## config.mk

```make
export PLATFORM = sky130hd
export DESIGN_NAME = im_loader
export DESIGN_NICKNAME = d
export VERILOG_FILES = /design/src/rtl/im_loader_pkg.sv /design/src/rtl/im_loader_shift.sv /design/src/rtl/im_loader.sv
export SDC_FILE = /design/constraint.sdc
export NUM_CORES = 1
export LEC_CHECK = 0
export CAP_MARGIN = 20
export CORE_ASPECT_RATIO = 0.8
export CORE_MARGIN = 10
export CORE_UTILIZATION = 45
export CTS_BUF_LIST = sky130_fd_sc_hd__clkbuf_8 sky130_fd_sc_hd__clkbuf_16
export DETAILED_ROUTE_END_ITERATION = 10
export PLACE_DENSITY = 0.72
export SKIP_LAST_GASP = 1
export SYNTH_ARGS = -nofsm -noshare
export SYNTH_HDL_FRONTEND = slang
export SYNTH_SLANG_ARGS = --single-unit
```

## constraint.sdc

```tcl
create_clock -name Clk -period 2.5 [get_ports Clk]
set_clock_uncertainty 0.05 [all_clocks]
set_input_delay 0.625 -clock Clk [delete_from_list [all_inputs] [get_ports Clk]]
set_output_delay 0.625 -clock Clk [all_outputs]
set_load 0.005 [all_outputs]
```

## src/rtl/im_loader_pkg.sv

```systemverilog
// im_loader shared types: loader state encoding and header constants.
// Imported by im_loader and im_loader_shift.
package im_loader_pkg;

    localparam int HDR_W  = 16;
    localparam int WORD_W = 32;

    typedef enum logic [2:0] {
        ST_IDLE,
        ST_HDR0,
        ST_HDR1,
        ST_DATA,
        ST_WRITE,
        ST_CHK,
        ST_DONE,
        ST_ERR
    } state_e;

    function automatic logic [HDR_W-1:0] hdr_count(
        input logic [7:0] hi,
        input logic [7:0] lo
    );
        return {hi, lo};
    endfunction

endpackage

```

## src/rtl/im_loader_shift.sv

```systemverilog
// Four-byte MSB-first word assembler; full_o flags the byte completing a word.
// The assembled word is presented combinationally together with that byte.
module im_loader_shift
    import im_loader_pkg::*;
(
    input  logic              clk_i,
    input  logic              rst_ni,
    input  logic              clr_i,
    input  logic              en_i,
    input  logic [7:0]        byte_i,
    output logic [WORD_W-1:0] word_o,
    output logic              full_o
);

    logic [23:0] word_q;
    logic [1:0]  cnt_q;

    assign word_o = {word_q, byte_i};
    assign full_o = en_i && (cnt_q == 2'd3);

    always_ff @(posedge clk_i or negedge rst_ni) begin
        if (!rst_ni) begin
            word_q <= '0;
            cnt_q  <= '0;
        end else if (clr_i) begin
            word_q <= '0;
            cnt_q  <= '0;
        end else if (en_i) begin
            word_q <= word_o[23:0];
            cnt_q  <= cnt_q + 2'd1;
        end
    end

endmodule

```

## src/rtl/im_loader.sv

```systemverilog
// Instruction-RAM loader: 16-bit word count header, then N big-endian words.
// Define IM_LOADER_CHECKSUM_EN to require a trailing XOR checksum word.
module im_loader
    import im_loader_pkg::*;
#(
    parameter int ADDR_W = 10,
    parameter int DEPTH  = 1024
) (
    input  logic              Clk,
    input  logic              Clr_n,
    input  logic              Start,
    input  logic              In_valid,
    input  logic [7:0]        In_data,
    output logic              In_ready,
    output logic              Wr_en,
    output logic [ADDR_W-1:0] Wr_addr,
    output logic [WORD_W-1:0] Wr_data,
    output logic              Cpu_hold,
    output logic              Done,
    output logic              Err
);

    localparam logic [HDR_W:0] DEPTH_L = (HDR_W+1)'(DEPTH);

    state_e            state_q, state_d;
    logic [HDR_W-1:0]  n_q, n_d;
    logic [HDR_W-1:0]  widx_q, widx_d;
    logic [ADDR_W-1:0] wr_addr_q, wr_addr_d;
    logic [WORD_W-1:0] wr_data_q, wr_data_d;
`ifdef IM_LOADER_CHECKSUM_EN
    logic [WORD_W-1:0] xor_q, xor_d;
`endif

    logic              sh_clr;
    logic              sh_en;
    logic              sh_full;
    logic [WORD_W-1:0] sh_word;
    logic [HDR_W-1:0]  hdr_n;
    logic              hdr_bad;
    logic              last_word;

    assign sh_en = In_valid &&
                   (state_q == ST_DATA || state_q == ST_CHK);

    im_loader_shift u_shift (
        .clk_i  (Clk),
        .rst_ni (Clr_n),
        .clr_i  (sh_clr),
        .en_i   (sh_en),
        .byte_i (In_data),
        .word_o (sh_word),
        .full_o (sh_full)
    );

    assign hdr_n     = hdr_count(n_q[15:8], In_data);
    assign hdr_bad   = (hdr_n == '0) || ({1'b0, hdr_n} > DEPTH_L);
    assign last_word = (widx_q + 16'd1) == n_q;

    always_comb begin
        state_d   = state_q;
        n_d       = n_q;
        widx_d    = widx_q;
        wr_addr_d = wr_addr_q;
        wr_data_d = wr_data_q;
`ifdef IM_LOADER_CHECKSUM_EN
        xor_d     = xor_q;
`endif
        sh_clr    = 1'b0;
        In_ready  = 1'b0;
        unique case (state_q)
            ST_IDLE, ST_DONE, ST_ERR: begin
                if (Start) begin
                    state_d = ST_HDR0;
                    n_d     = '0;
                    widx_d  = '0;
                    sh_clr  = 1'b1;
`ifdef IM_LOADER_CHECKSUM_EN
                    xor_d   = '0;
`endif
                end
            end
            ST_HDR0: begin
                In_ready = 1'b1;
                if (In_valid) begin
                    n_d     = {In_data, 8'h00};
                    state_d = ST_HDR1;
                end
            end
            ST_HDR1: begin
                In_ready = 1'b1;
                if (In_valid) begin
                    n_d     = hdr_n;
                    state_d = hdr_bad ? ST_ERR : ST_DATA;
                end
            end
            ST_DATA: begin
                In_ready = 1'b1;
                if (sh_full) begin
                    wr_addr_d = widx_q[ADDR_W-1:0];
                    wr_data_d = sh_word;
                    state_d   = ST_WRITE;
                end
            end
            ST_WRITE: begin
                widx_d = widx_q + 16'd1;
`ifdef IM_LOADER_CHECKSUM_EN
                xor_d   = xor_q ^ wr_data_q;
                state_d = last_word ? ST_CHK : ST_DATA;
`else
                state_d = last_word ? ST_DONE : ST_DATA;
`endif
            end
`ifdef IM_LOADER_CHECKSUM_EN
            ST_CHK: begin
                In_ready = 1'b1;
                if (sh_full) begin
                    state_d = (sh_word == xor_q) ? ST_DONE : ST_ERR;
                end
            end
`endif
            default: state_d = ST_IDLE;
        endcase
    end

    always_ff @(posedge Clk or negedge Clr_n) begin
        if (!Clr_n) begin
            state_q   <= ST_IDLE;
            n_q       <= '0;
            widx_q    <= '0;
            wr_addr_q <= '0;
            wr_data_q <= '0;
`ifdef IM_LOADER_CHECKSUM_EN
            xor_q     <= '0;
`endif
        end else begin
            state_q   <= state_d;
            n_q       <= n_d;
            widx_q    <= widx_d;
            wr_addr_q <= wr_addr_d;
            wr_data_q <= wr_data_d;
`ifdef IM_LOADER_CHECKSUM_EN
            xor_q     <= xor_d;
`endif
        end
    end

    // Cpu_hold drives the fetch stall and, ANDed with reset, the fetch clear.
    assign Cpu_hold = (state_q != ST_DONE);
    assign Wr_en    = (state_q == ST_WRITE);
    assign Done     = (state_q == ST_DONE);
    assign Err      = (state_q == ST_ERR);
    assign Wr_addr  = wr_addr_q;
    assign Wr_data  = wr_data_q;

endmodule

```

==> run metrics <==
Vias=between 3000 and 4000; critical path cell sequence=ha_1 -> or2_2 -> clkdlybuf4s50_1; row cnt=34; CP max-delay cell=dfrtp_2; die width=137 um; max-slew violation count=0; leak pwr=2.83 nW; Hold WC Path Type=in2async; cell area after synthesis=0.00492 mm^2; final setup vio count=0; crit path DAT=1.75 ns; die span in y=about 110 um; Initial Utilization=0.457; number of global-route vias before repair=3651; Final Core Density=0.574; first-pass iteration count of the detailed router=5; Rel. slew slack=0.569; largest cells by area after synthesis=dfrtp_1, mux2_2, a22o_1, nand2_1, o21ai_0; Area growth, synth to finish=25.6%; Syn Area/Cell=11.1 um^2; vias per cell=~5.5; post-synth top area cell=dfrtp_1; synth unique cells=52; YS warnings=0; # DRC=0; Post-synth ARST share=1.00; Crit path required time=around 1.8 ns; die area=0.0155 mm^2; post-synth top area share=0.524; unrepaired setup endpoints after global routing=no; # diodes=0; drt first-iter violations=342; status=finished, final reports clean; grt total ovfl=0; nets=between 500 and 600; DPL Wire Length=8.19 mm; core box area=approximately 0.011 mm^2; leading cell type in the layout, fill and taps excluded=dfrtp_1; first-pass GRT wire length=roughly 19 mm; IO buf count=58; H-Tree Level Count=3; Worst-Margin Slew=~0.65 ns; clock buffer depth=2; share of cells above drive strength 1=0.216; final setup TNS=0 ns; Post-synth EDFFs=0; commonest non-fill, non-tap cells in the layout=dfrtp_1, clkdlybuf4s50_1, nand2_1, mux2_2, o21ai_0; Post-Syn Instances=between 400 and 500; Place WS=roughly 0.094 ns; Crit Path Class=reg2out; hold_buf cts=0; final WL=11.4 mm; antenna-violating nets left=0; Worst Setup Start Kind=flop; Top-Level Pins=between 50 and 60; GPL Wtd Cong=0.856; # clock sinks=103; worst stage delay on the critical path=0.45 ns; antenna violations before repair=0; Final min period=2.42 ns; Yosys reg bits=between 100 and 150; syn nets=460; Worst setup EP type=primary output; pin count of the biggest net entering global routing=50; power density over cell area=1000 mW/mm^2; Fin. Hold Viols=0; Final WS setup=around 0.08 ns; clk slew on worst S/H paths=0.07 ns; Max-cap violations=0; sequential area share after synthesis=0.524; wire length per cell=roughly 17 um; clock latency on the worst-skew pair=0.35 ns; CTS Root Cell=clkbuf_16; Synth Flop Type=dfrtp_1; gr usage total=0.152; worst-path fanout max=6; CTS Buf Count=9; Worst VDD drop=538 uV; CTS tree=built; Final period util=0.968; Achievable Freq=413 MHz
==> state kept, by name, indices dropped and copies added (netlist names) <==
signal          flops
n_q                16
state_q             3
Wr_addr            10
u_shift.word_q     24
u_shift.cnt_q       2
widx_q             16
Wr_data            32
==> area by class of cell <==
cell class	count	area [um^2]
timing repair buffer	90	866
clock inverter	6	85.1
fill	879	4580
tap	144	180
multi-input combinational	301	2180
inverter	12	51.3
sequential	103	2580
clock buffer	10	239
==> final timing paths <==
kind                                     from                 end  slack, ns  depth (start not counted)
max reg2reg                         widx_q[5]          state_q[0]       0.16                          6
min                                     Clr_n         Wr_data[25]       0.24                          1
max                                state_q[1]            In_ready       0.08                          3
min reg2reg                u_shift.word_q[23]  u_shift.word_q[23]       0.46                          1
max in group asynchronous               Clr_n  u_shift.word_q[19]       1.51                          2
min in group Clk           u_shift.word_q[23]  u_shift.word_q[23]       0.46                          1
==> through the flow <==
stage / hold slack, ns / power (mW) / instances / instance area (um^2)
2_1_floorplan: 0.279 / 3.69 / 444 / 4920
3_3_place_gp: 0.429 / 4.63 / 647 / 5830
3_5_place_dp: 0.435 / 4.70 / 647 / 5830
4_1_cts: 0.275 / 6.21 / 663 / 6150
5_1_grt: 0.293 / 6.60 / 666 / 6180
6_report: 0.244 / 6.20 / 666 / 6180
==> layer usage <==
metal	GRT usage	part of all wire	vias to the layer above
li1	-	-	1730
met1	0.217	0.47	1885
met2	0.227	0.47	65
met3	0.0343	0.047	9
met4	0.0421	0.011	0
met5	0	0	-
==> kinds of logic (layout without fill, tap and decap cells) <==
kind of cell,after synthesis,count (layout),share of synthesized area
AO/OA/AOI/OAI,87,87,0.120
AND/OR/NAND/NOR,130,130,0.139
buffers and inverters,40,118,0.0351
multiplexers,56,56,0.126
XOR/XNOR,24,24,0.0455
adder cells (fa/ha/maj),4,4,0.0102
flip-flops,103,103,0.524
==> critical path, delay by kind of cell, from the launching register on <==
kind,cells,cell delay (ns)
buffers and inverters,1,0.45
AND/OR/NAND/NOR,1,0.29
flip-flops,1,0.45
adder cells (fa/ha/maj),1,0.20
==> repair_timing <==
action | CTS | global route
buffers inserted | 0 | 3
resized for setup | 2 | 2
endpoints found under the setup margin | 1 | 1
==> cell usage after synthesis (2+ instances only) <==
cell      instances
a31oi_1           2
mux2_2           47
buf_2            12
o21ai_0          35
nand4_1           5
a21oi_1           7
nor4_1            6
or3_1             6
dfrtp_1         103
clkbuf_1         14
clkinv_1          2
xnor2_1          17
a21o_1            2
o22ai_1           2
o31ai_1           2
nand2b_1          5
xor2_1            6
or2_2             2
and3_1            6
mux2i_1           9
inv_1            10
a22o_1           26
nand3_1          14
nor2_1           23
nor3_1            3
ha_1              4
nand2_1          48
nor3_2            2
==> report_power, final <==
group | leakage, nW | internal [mW] | switching [mW]
sequential | 1.40 | 2.11 | 0.323
clock | 0.156 | 0.830 | 0.663
combinational | 1.28 | 1.22 | 1.05
total | 2.83 | 4.16 | 2.04
No activity file was read; power rests on OpenSTA's default activity.
